==> config.mk <==
export PLATFORM = sky130hd
export DESIGN_NAME = sram_2p_march_bist
export DESIGN_NICKNAME = d
export VERILOG_FILES = /design/src/rtl/sram_bist_pkg.sv /design/src/rtl/sram_bist_cmp.sv /design/src/rtl/sram_2p_march_bist.sv
export SDC_FILE = /design/constraint.sdc
export NUM_CORES = 1
export LEC_CHECK = 0
export BUFFER_PORTS_ARGS = -buffer_cell sky130_fd_sc_hd__buf_2
export CAP_MARGIN = 10
export CORE_MARGIN = 10
export CORE_UTILIZATION = 48
export DETAILED_ROUTE_END_ITERATION = 12
export PLACE_DENSITY = 0.84
export SLEW_MARGIN = 20
export SYNTH_ARGS = -nofsm -noshare
export SYNTH_HDL_FRONTEND = slang
export SYNTH_SLANG_ARGS = --single-unit
==> constraint.sdc <==
create_clock -name BIST_CLK -period 3.2 [get_ports BIST_CLK]
set_clock_uncertainty 0.1 [all_clocks]
set_input_delay 0.48 -clock BIST_CLK [delete_from_list [all_inputs] [get_ports BIST_CLK]]
set_output_delay 0.48 -clock BIST_CLK [all_outputs]
set_load 0.1 [all_outputs]
==> src/rtl/sram_bist_pkg.sv <==
// Shared types and March C- element tables for the 2-port SRAM BIST engine.
// Element order: M0 up w0, M1 up r0w1, M2 up r1w0, M3 down r0w1, M4 down r1w0, M5 up r0.
package sram_bist_pkg;

  typedef enum logic [1:0] {
    ST_IDLE  = 2'd0,
    ST_RUN   = 2'd1,
    ST_DRAIN = 2'd2
  } state_t;

  localparam int ELEM_W = 3;

  localparam logic [ELEM_W-1:0] M0 = 3'd0;
  localparam logic [ELEM_W-1:0] M1 = 3'd1;
  localparam logic [ELEM_W-1:0] M2 = 3'd2;
  localparam logic [ELEM_W-1:0] M3 = 3'd3;
  localparam logic [ELEM_W-1:0] M4 = 3'd4;
  localparam logic [ELEM_W-1:0] M5 = 3'd5;

  // Per-element tables, bit index = element code; codes 6 and 7 are unused.
  localparam logic [7:0] ELEM_DESCEND = 8'b0001_1000;
  localparam logic [7:0] ELEM_TWO_OP  = 8'b0001_1110;
  localparam logic [7:0] ELEM_HAS_RD  = 8'b0011_1110;
  localparam logic [7:0] ELEM_RD_ONES = 8'b0001_0100;
  localparam logic [7:0] ELEM_WR_ONES = 8'b0000_1010;

  function automatic logic elem_descend(input logic [ELEM_W-1:0] e);
    return ELEM_DESCEND[e];
  endfunction

  function automatic logic elem_rd_ones(input logic [ELEM_W-1:0] e);
    return ELEM_RD_ONES[e];
  endfunction

  function automatic logic elem_wr_ones(input logic [ELEM_W-1:0] e);
    return ELEM_WR_ONES[e];
  endfunction

  // Two-op elements always read first, then write.
  function automatic logic op_is_read(input logic [ELEM_W-1:0] e, input logic op);
    return ELEM_HAS_RD[e] & ~op;
  endfunction

  function automatic logic op_is_last(input logic [ELEM_W-1:0] e, input logic op);
    return ELEM_TWO_OP[e] ? op : 1'b1;
  endfunction

endpackage

==> src/rtl/sram_bist_cmp.sv <==
// Two-stage read-tracking pipeline, mismatch detection and first-fail capture.
// Capture registers exist only when SRAM_BIST_FAIL_LOG_EN is defined.
module sram_bist_cmp
  import sram_bist_pkg::*;
#(
  parameter int P_DATA_WIDTH = 16,
  parameter int P_ADDR_WIDTH = 8
) (
  input  logic                    i_clk,
  input  logic                    i_rst_n,
  input  logic                    i_clear,
  input  logic                    i_launch_valid,
  input  logic                    i_launch_exp,
  input  logic [P_ADDR_WIDTH-1:0] i_launch_addr,
  input  logic [ELEM_W-1:0]       i_launch_elem,
  input  logic [P_DATA_WIDTH-1:0] i_dout,
  output logic                    o_fail,
  output logic [P_ADDR_WIDTH-1:0] o_fail_addr,
  output logic [ELEM_W-1:0]       o_fail_elem,
  output logic [P_DATA_WIDTH-1:0] o_fail_bits
);

  logic                    r_a_valid;
  logic                    r_a_exp;
  logic                    r_b_valid;
  logic                    r_b_exp;
  logic                    r_fail;
  logic [P_DATA_WIDTH-1:0] w_diff;
  logic                    w_mismatch;

  // Stage A mirrors the command register, stage B lines up with DOUT.
  assign w_diff     = i_dout ^ {P_DATA_WIDTH{r_b_exp}};
  assign w_mismatch = r_b_valid && (w_diff != '0);
  assign o_fail     = r_fail;

  always_ff @(posedge i_clk or negedge i_rst_n) begin
    if (!i_rst_n) begin
      r_a_valid <= 1'b0;
      r_a_exp   <= 1'b0;
      r_b_valid <= 1'b0;
      r_b_exp   <= 1'b0;
      r_fail    <= 1'b0;
    end else begin
      r_a_valid <= i_launch_valid;
      r_a_exp   <= i_launch_exp;
      r_b_valid <= r_a_valid;
      r_b_exp   <= r_a_exp;
      if (i_clear) begin
        r_fail <= 1'b0;
      end else if (w_mismatch) begin
        r_fail <= 1'b1;
      end
    end
  end

`ifdef SRAM_BIST_FAIL_LOG_EN
  logic [P_ADDR_WIDTH-1:0] r_a_addr;
  logic [P_ADDR_WIDTH-1:0] r_b_addr;
  logic [ELEM_W-1:0]       r_a_elem;
  logic [ELEM_W-1:0]       r_b_elem;
  logic [P_ADDR_WIDTH-1:0] r_fail_addr;
  logic [ELEM_W-1:0]       r_fail_elem;
  logic [P_DATA_WIDTH-1:0] r_fail_bits;

  // A held capture is equivalent to r_fail already being set.
  always_ff @(posedge i_clk or negedge i_rst_n) begin
    if (!i_rst_n) begin
      r_a_addr    <= '0;
      r_b_addr    <= '0;
      r_a_elem    <= '0;
      r_b_elem    <= '0;
      r_fail_addr <= '0;
      r_fail_elem <= '0;
      r_fail_bits <= '0;
    end else begin
      r_a_addr <= i_launch_addr;
      r_a_elem <= i_launch_elem;
      r_b_addr <= r_a_addr;
      r_b_elem <= r_a_elem;
      if (i_clear) begin
        r_fail_addr <= '0;
        r_fail_elem <= '0;
        r_fail_bits <= '0;
      end else if (w_mismatch && !r_fail) begin
        r_fail_addr <= r_b_addr;
        r_fail_elem <= r_b_elem;
        r_fail_bits <= w_diff;
      end
    end
  end

  assign o_fail_addr = r_fail_addr;
  assign o_fail_elem = r_fail_elem;
  assign o_fail_bits = r_fail_bits;
`else
  logic w_unused_launch;
  assign w_unused_launch = ^{i_launch_addr, i_launch_elem};

  assign o_fail_addr = '0;
  assign o_fail_elem = '0;
  assign o_fail_bits = '0;
`endif

endmodule

==> src/rtl/sram_2p_march_bist.sv <==
// March C- BIST sequencer for one port of a 2-port SRAM macro (10*N command cycles).
// Define SRAM_BIST_FAIL_LOG_EN to keep first-fail address/element/bit capture.
module sram_2p_march_bist
  import sram_bist_pkg::*;
#(
  parameter int P_DATA_WIDTH = 16,
  parameter int P_ADDR_WIDTH = 8
) (
  input  logic                    BIST_CLK,
  input  logic                    BIST_RST_N,
  input  logic                    START,
  output logic                    BUSY,
  output logic                    DONE,
  output logic                    FAIL,
  output logic [P_ADDR_WIDTH-1:0] FAIL_ADDR,
  output logic [2:0]              FAIL_ELEM,
  output logic [P_DATA_WIDTH-1:0] FAIL_BITS,
  output logic                    BIST_EN,
  output logic                    BIST_MEN,
  output logic                    BIST_WEN,
  output logic                    BIST_REN,
  output logic [P_ADDR_WIDTH-1:0] BIST_ADDR,
  output logic [P_DATA_WIDTH-1:0] BIST_DIN,
  output logic [P_DATA_WIDTH-1:0] BIST_BM,
  input  logic [P_DATA_WIDTH-1:0] DOUT
);

  localparam logic [P_ADDR_WIDTH-1:0] ADDR_MAX = '1;
  localparam logic [P_ADDR_WIDTH-1:0] ADDR_ONE = P_ADDR_WIDTH'(1);

  state_t                  r_state;
  state_t                  w_state_next;
  logic [ELEM_W-1:0]       r_elem;
  logic                    r_op;
  logic [P_ADDR_WIDTH-1:0] r_addr;
  logic                    r_men;
  logic                    r_wen;
  logic                    r_ren;
  logic [P_DATA_WIDTH-1:0] r_din;
  logic [P_DATA_WIDTH-1:0] r_bm;
  logic                    r_busy;
  logic                    r_done;

  logic                    w_op_last;
  logic                    w_addr_end;
  logic                    w_run_last;
  logic [ELEM_W-1:0]       w_elem_inc;
  logic [ELEM_W-1:0]       w_adv_elem;
  logic                    w_adv_op;
  logic [P_ADDR_WIDTH-1:0] w_adv_addr;

  logic                    w_ld;
  logic                    w_ld_rd;
  logic [ELEM_W-1:0]       w_ld_elem;
  logic                    w_ld_op;
  logic [P_ADDR_WIDTH-1:0] w_ld_addr;
  logic                    w_clear;
  logic                    w_busy_next;
  logic                    w_done_next;
  logic                    w_men_next;
  logic                    w_wen_next;
  logic                    w_ren_next;
  logic [P_DATA_WIDTH-1:0] w_din_next;

  // Position of the command following the one currently on the pins.
  assign w_op_last  = op_is_last(r_elem, r_op);
  assign w_addr_end = elem_descend(r_elem) ? (r_addr == '0) : (r_addr == ADDR_MAX);
  assign w_run_last = (r_elem == M5) && w_addr_end && w_op_last;
  assign w_elem_inc = r_elem + 3'd1;

  always_comb begin
    w_adv_elem = r_elem;
    w_adv_op   = r_op;
    w_adv_addr = r_addr;
    if (!w_op_last) begin
      w_adv_op = 1'b1;
    end else begin
      w_adv_op = 1'b0;
      if (w_addr_end) begin
        w_adv_elem = w_elem_inc;
        w_adv_addr = elem_descend(w_elem_inc) ? ADDR_MAX : '0;
      end else begin
        w_adv_addr = elem_descend(r_elem) ? (r_addr - ADDR_ONE) : (r_addr + ADDR_ONE);
      end
    end
  end

  always_comb begin
    w_state_next = r_state;
    w_ld         = 1'b0;
    w_ld_elem    = w_adv_elem;
    w_ld_op      = w_adv_op;
    w_ld_addr    = w_adv_addr;
    w_clear      = 1'b0;
    w_busy_next  = r_busy;
    w_done_next  = r_done;
    unique case (r_state)
      ST_IDLE: begin
        if (START) begin
          w_state_next = ST_RUN;
          w_ld         = 1'b1;
          w_ld_elem    = M0;
          w_ld_op      = 1'b0;
          w_ld_addr    = '0;
          w_clear      = 1'b1;
          w_busy_next  = 1'b1;
          w_done_next  = 1'b0;
        end
      end
      ST_RUN: begin
        if (w_run_last) begin
          w_state_next = ST_DRAIN;
        end else begin
          w_ld = 1'b1;
        end
      end
      // The compare pipeline is fixed-latency, so one drain cycle covers the last read.
      ST_DRAIN: begin
        w_state_next = ST_IDLE;
        w_busy_next  = 1'b0;
        w_done_next  = 1'b1;
      end
      default: begin
        w_state_next = ST_IDLE;
        w_busy_next  = 1'b0;
      end
    endcase
    w_ld_rd    = op_is_read(w_ld_elem, w_ld_op);
    w_men_next = w_ld;
    w_ren_next = w_ld & w_ld_rd;
    w_wen_next = w_ld & ~w_ld_rd;
    w_din_next = (w_wen_next && elem_wr_ones(w_ld_elem)) ? '1 : '0;
  end

  always_ff @(posedge BIST_CLK or negedge BIST_RST_N) begin
    if (!BIST_RST_N) begin
      r_state <= ST_IDLE;
      r_elem  <= M0;
      r_op    <= 1'b0;
      r_addr  <= '0;
      r_men   <= 1'b0;
      r_wen   <= 1'b0;
      r_ren   <= 1'b0;
      r_din   <= '0;
      r_bm    <= '0;
      r_busy  <= 1'b0;
      r_done  <= 1'b0;
    end else begin
      r_state <= w_state_next;
      r_men   <= w_men_next;
      r_wen   <= w_wen_next;
      r_ren   <= w_ren_next;
      r_din   <= w_din_next;
      r_bm    <= {P_DATA_WIDTH{w_busy_next}};
      r_busy  <= w_busy_next;
      r_done  <= w_done_next;
      if (w_ld) begin
        r_elem <= w_ld_elem;
        r_op   <= w_ld_op;
        r_addr <= w_ld_addr;
      end
    end
  end

  sram_bist_cmp #(
    .P_DATA_WIDTH(P_DATA_WIDTH),
    .P_ADDR_WIDTH(P_ADDR_WIDTH)
  ) u_cmp (
    .i_clk         (BIST_CLK),
    .i_rst_n       (BIST_RST_N),
    .i_clear       (w_clear),
    .i_launch_valid(w_ren_next),
    .i_launch_exp  (elem_rd_ones(w_ld_elem)),
    .i_launch_addr (w_ld_addr),
    .i_launch_elem (w_ld_elem),
    .i_dout        (DOUT),
    .o_fail        (FAIL),
    .o_fail_addr   (FAIL_ADDR),
    .o_fail_elem   (FAIL_ELEM),
    .o_fail_bits   (FAIL_BITS)
  );

  assign BUSY      = r_busy;
  assign DONE      = r_done;
  assign BIST_EN   = r_busy;
  assign BIST_MEN  = r_men;
  assign BIST_WEN  = r_wen;
  assign BIST_REN  = r_ren;
  assign BIST_ADDR = r_addr;
  assign BIST_DIN  = r_din;
  assign BIST_BM   = r_bm;

endmodule

==> reports/qor.yml, run 1 <==
status: "finished, final reports clean"
path_class: "flip-flop to flip-flop"
grt_max_degree: 25
drv_cap: 0
setup_violations: 0
synthSimpleGateAreaFrac_pct: 17.41
avgSynthCellArea_um2: 8.564
synth-seq-cells: 24
gp_congestion: 1.019
grtUsageTotal_pct: 13.08
dieArea_um2: 7416
area_delta_synth_final_pct: 4.830
cts_resized: 0
fmax_ghz: 0.3342
overflow: 0
cts_tree: "yes"
hp-class: "input port to asynchronous set/reset pin"
grt_setup_unrepaired: "no"
ctsRootBufferMaster: "clkbuf_8"
fin_crit_ps: 2992
insertion_delay_ps: 270
fin_tns_setup_ps: 0
routed_wl_mm: 4.918
num_antenna_cells: 0
cp.arrival_ps: 3050
synthAdderAreaFrac_pct: 8.110
drt.antenna.violating_nets: 0
cp.required_ps: 3260
clk_path_buf_depth: 2
drt_iter0_drc: 71
synth.area.mux_share_pct: 2.743
core_area_um2: 4115
dp.cells: 323
antenna_found_initial: 0
cts_hold_buf: 0
critPathMaxFanout: 11
synthCells: 245
ys_seq_area_share_pct: 28.62
cts_setup_buffers: 0
io_buffers: 65
crit_start: "r_elem[0]$_DFFE_PN0P_"
start_kind: "flip-flop"
setup.worst_path.end_class: "flip-flop"
io_pins: 93
dr.pass1.iters: 4
synth_top_family_by_area: "buffers and inverters"
vias_per_cell: 5.159
cts_buffers: 3
netlist_area_um2: 2098
final_common_cell: "buf_2"
final_hold_viol_count: 0
cts.sinks: 24
slew_violations: 0
p_leak_nw: 1.105
synth_xor_xnor_area_share_pct: 3.757
htree_num_levels: 1
drc: 0
die_h_um: 86.12
largest_reg_flops: 8
grt_pass1_vias: 1696
layout.cells.non_filler: 327
maxSlewHeadroom_pct: 50.54
grt_pass1_wl_mm: 8.162
worst_pin_slew_ps: 740.3
yosysWarnings: 0
path_clk_slew_ps: 90
chipWidth_um: 86.12
drive_gt1_share_pct: 29.60
route.vias.total: 1687
detailed_place_hpwl_mm: 4.075
std_cell_rows: 23
final_cell_mix: "buf_2 (65), conb_1 (27), dfrtp_1 (24)"
initial_core_util_pct: 50.99
powerDensity_nw_per_um2: 1162
synth_compound_area_share_pct: 15.32
fin_crit_sh_pct: 93.51
nFillCells: 374
ir_drop_uv: 627.2
r2r_start: "r_elem[0]$_DFFE_PN0P_"
wire_per_inst_um: 15.04
nNetsFinal: 310
ys_types: 48
-- where the power goes --
part / switching [mW] / internal (mW)
Combinational: 1.35 / 0.408
Sequential: 0.120 / 0.406
Clock: 0.102 / 0.167
Total: 1.57 / 0.981
-- Yosys cell counts, drive strengths merged --
cell | count | area, µm²
a2111o | 1 | 11.26
a211o | 1 | 8.760
a211oi | 1 | 7.510
a21boi | 1 | 7.510
a21o | 5 | 37.54
a21oi | 16 | 102.6
a22oi | 1 | 7.510
a2bb2oi | 1 | 8.760
a31o | 2 | 17.52
a31oi | 1 | 6.260
a32oi | 1 | 8.760
and2 | 2 | 12.51
buf | 63 | 462.9
clkbuf | 2 | 7.510
conb | 1 | 3.750
dfrtp | 24 | 600.6
fa | 1 | 20.02
ha | 12 | 150.1
inv | 8 | 30.03
mux2 | 3 | 37.53
mux2i | 2 | 20.02
nand2 | 14 | 52.55
nand2b | 4 | 25.02
nand3 | 4 | 25.02
nand3b | 2 | 15.01
nand4 | 7 | 43.79
nand4b | 1 | 8.760
nor2 | 21 | 78.83
nor2b | 3 | 18.77
nor3 | 6 | 35.03
nor4 | 6 | 37.54
o21ai | 14 | 73.82
o22ai | 1 | 6.260
o32ai | 1 | 8.760
o41ai | 1 | 8.760
or2 | 1 | 6.260
or3 | 1 | 6.260
xnor2 | 6 | 52.55
xor2 | 3 | 26.28
-- layout make-up --
type                       instances  area [µm²]  area share [%]
multi-input combinational        174        1095           49.77
sequential                        24       600.6           27.30
timing repair buffer              67       340.3           15.47
tap                               50       62.56           2.844
clock buffer                       3       41.29           1.877
clock inverter                     1       30.03           1.365
inverter                           8       30.03           1.365
-- path summary, 6_finish.rpt --
| path | end | slack [ps] | cells after the start |
|---|---|---|---|
| worst max-delay path | BIST_ADDR[7]$_DFFE_PN0P_ | 210 | 11 |
| worst min-delay path | BIST_MEN$_DFF_PN0_ | 70 | 1 |
| worst max register to register | BIST_ADDR[7]$_DFFE_PN0P_ | 210 | 11 |
| worst min register to register | u_cmp.r_b_exp$_DFF_PN0_ | 290 | 0 |
| max in group asynchronous | BIST_ADDR[4]$_DFFE_PN0P_ | 2590 | 1 |
| min in group BIST_CLK | u_cmp.r_b_exp$_DFF_PN0_ | 290 | 0 |
-- stage by stage --
step                      power, mW  worst slack [ps]  cell area, µm²  util (%)  hold WS (ps)
after global placement        2.249             352.8            2128     51.72         234.0
final                         2.555             207.6            2200     53.45         70.72
after CTS                     2.558             250.6            2200     53.45         95.95
after detailed placement      2.280             271.0            2128     51.72         256.2
after global routing          2.713             12.65            2200     53.45         116.9
after floorplan               2.066             430.6            2196         -         84.41
-- critical path: stages, from the launching register on --
cell	delay [ps]
dfrtp_1	490
inv_1	140
ha_1	250
mux2_4	340
ha_1	280
a21o_1	170
a21oi_1	220
o21ai_1	120
o41ai_1	350
xnor2_1	200
nor2_1	70
nand3b_1	150
-- kinds of logic (layout without fill, tap and decap cells) --
group	after synthesis	in the layout
buf+inv	73	79
simple gates	72	72
compound gates	48	48
flops	24	24
fa+ha+maj	13	13
xor+xnor	9	9
mux	5	5
other cells	1	27
-- layer usage --
metal	vias to the layer above	part of all wire (%)	track usage [%]
met1	783	35	13.06
met5	-	0	0
met4	0	0.57	2.844
met3	5	12	5.298
li1	826	-	-
met2	73	53	24.54
Power figures use the tool's default switching activity.
==> run 2, diff against run 1 <==
--- a/config.mk
+++ b/config.mk
@@ -8,10 +8,12 @@
 export BUFFER_PORTS_ARGS = -buffer_cell sky130_fd_sc_hd__buf_2
 export CAP_MARGIN = 10
 export CORE_MARGIN = 10
-export CORE_UTILIZATION = 48
+export CORE_UTILIZATION = 49
+export CTS_CLUSTER_DIAMETER = 60
 export DETAILED_ROUTE_END_ITERATION = 12
 export PLACE_DENSITY = 0.84
 export SLEW_MARGIN = 20
 export SYNTH_ARGS = -nofsm -noshare
 export SYNTH_HDL_FRONTEND = slang
+export SYNTH_HIERARCHICAL = 1
 export SYNTH_SLANG_ARGS = --single-unit
==> reports/qor.yml, run 2 <==
vias_per_cell: 5.012  # -2.8%
avgSynthCellArea_um2: 8.990  # +5.0%
gp_congestion: 0.8843  # -13%
dieArea_um2: 7529  # +1.5%
yosysWarnings: 6  # +6
ctsRootBufferMaster: "clkbuf_8"
cts_resized: 0  # unchanged
nNetsFinal: 308  # -0.65%
die_h_um: 86.77  # +0.76%
crit_buf_inv: 1  # unchanged
cts.sinks: 25  # +4.2%
core_area_um2: 4324  # +5.1%
final_hold_viol_count: 0  # unchanged
synthCells: 243  # -0.82%
grt_setup_unrepaired: "no"
cts_setup_buffers: 0  # unchanged
overflow: 0  # unchanged
io_pins: 93  # unchanged
start_kind: "flip-flop"
wire_per_inst_um: 15.00  # -0.28%
cts_hold_buf: 0  # unchanged
drt_iter0_drc: 113  # +59%
powerDensity_nw_per_um2: 294.7  # -75%
fin_crit_ps: 2959  # -33.59 ps
fin_crit_sh_pct: 92.46  # -1.0 points
grt_pass1_vias: 1647  # -2.9%
setup.worst_path.end_class: "flip-flop"
finalWorstSetupSlack_ps: 241.2  # +33.59 ps
htree_num_levels: 1  # unchanged
drive_gt1_share_pct: 33.45  # +3.9 points
routed_wl_mm: 4.904  # -0.28%
cp_slowest_cell: "dfrtp_1"
dr.pass1.iters: 4  # unchanged
io_buffers: 65  # unchanged
antenna_found_initial: 0  # unchanged
grt_pass1_wl_mm: 7.845  # -3.9%
preCtsSetupSlack_ps: 256.4  # -14.56 ps
maxSlewHeadroom_pct: 63.32  # +13 points
layout.cells.non_filler: 327  # unchanged
drv_cap: 0  # unchanged
fin_total_pwr_uw: 668.8  # -74%
dp.cells: 323  # unchanged
fin_tns_setup_ps: 0  # unchanged
hp-class: "input port to asynchronous set/reset pin"
rrSetupSlack_ps: 240  # +30 ps
chipWidth_um: 86.77  # +0.76%
p_leak_nw: 1.241  # +12%
cp.required_ps: 3290  # +30 ps
grt_max_degree: 26  # +4.0%
slew_violations: 0  # unchanged
cp.arrival_ps: 3050  # about the same
insertion_delay_ps: 270  # about the same
area_delta_synth_final_pct: 3.895
worst_pin_slew_ps: 550.2  # -190.2 ps
grtUsageTotal_pct: 12.43  # -0.65 points
route.vias.total: 1639  # -2.8%
detailed_place_hpwl_mm: 4.015  # -1.5%
ir_drop_uv: 134.8  # -78%
std_cell_rows: 24  # +4.3%
reg2reg_depth: 10  # -1
path_clk_slew_ps: 90  # about the same
fmax_ghz: 0.3380  # +1.1%
status: "finished, final reports clean"
cp_slowest_stage_delay_ps: 450  # -40 ps
netlist_area_um2: 2185  # +4.1%
setup_violations: 0  # unchanged
path_class: "flip-flop to flip-flop"
clk_path_buf_depth: 2  # unchanged
largest_reg_flops: 8  # unchanged
r2r_end: "BIST_ADDR[7]$_DFFE_PN0P_"
worstPathCellList: "inv_1, ha_1, mux2_4, ha_1, a21o_1, a211o_1, a21oi_1, a21oi_1, mux2_2, a31oi_1"
final_cell_mix: "buf_2 (65), conb_1 (27), dfrtp_1 (25)"
final_common_cell: "buf_2"
cts_buffers: 3  # unchanged
critPathMaxFanout: 9  # -2
num_antenna_cells: 0  # unchanged
cts_tree: "yes"
drc: 0  # unchanged
initial_core_util_pct: 50.52  # -0.47 points
r2r_start: "r_elem[0]$_DFFE_PN0P_"
drt.antenna.violating_nets: 0  # unchanged
critPathTopFamily: "compound AO/OA/AOI/OAI gates"
[run 2: final cells by class]
type	instances	area [µm²]
fillers	400	2054
clock inverters	1	7.507
inverters	8	32.53
repair buffers	67	340.3
well taps	52	65.06
multi-input cells	171	1157
clock buffers	3	41.29
flip-flops and latches	25	625.6
[run 2: routing by layer]
metal	up-vias	track usage (%)	share of wire [%]
met4	0	4.271	1.3
met3	7	5.066	13
met1	739	13.64	39
li1	811	-	-
met5	-	0	0
met2	82	21.14	47
[run 2: power breakdown]
group / switching, mW / internal (mW)
clock network: 0.104 / 0.0884
registers: 0.000000227 / 0.316
logic: 0.152 / 0.00953
total: 0.255 / 0.413
[run 2: stage by stage]
| step | util (%) | hold slack (ps) | area [µm²] |
|---|---|---|---|
| after floorplan | - | 84.41 | 2282 |
| after global placement | 51.36 | 233.2 | 2221 |
| after detailed placement | 51.36 | 235.5 | 2221 |
| after CTS | 52.49 | 100.8 | 2270 |
| after global routing | 52.49 | 121.1 | 2270 |
| final | 52.49 | 79.76 | 2270 |
[run 2: how the worst max path moves through the flow]
stage	startpoint	end	slack, ps	cells after the start
6_report	r_elem[0]$_DFFE_PN0P_	BIST_ADDR[7]$_DFFE_PN0P_	240	10
5_1_grt	r_elem[0]$_DFFE_PN0P_	BIST_ADDR[7]$_DFFE_PN0P_	50	10
4_1_cts	r_elem[0]$_DFFE_PN0P_	BIST_ADDR[7]$_DFFE_PN0P_	240	10
3_5_place_dp	r_elem[0]$_DFFE_PN0P_	BIST_ADDR[7]$_DFFE_PN0P_	260	10
3_3_place_gp	r_elem[0]$_DFFE_PN0P_	BIST_ADDR[7]$_DFFE_PN0P_	390	10
2_1_floorplan	BIST_ADDR[4]$_DFFE_PN0P_	r_elem[1]$_DFFE_PN0P_	370	6
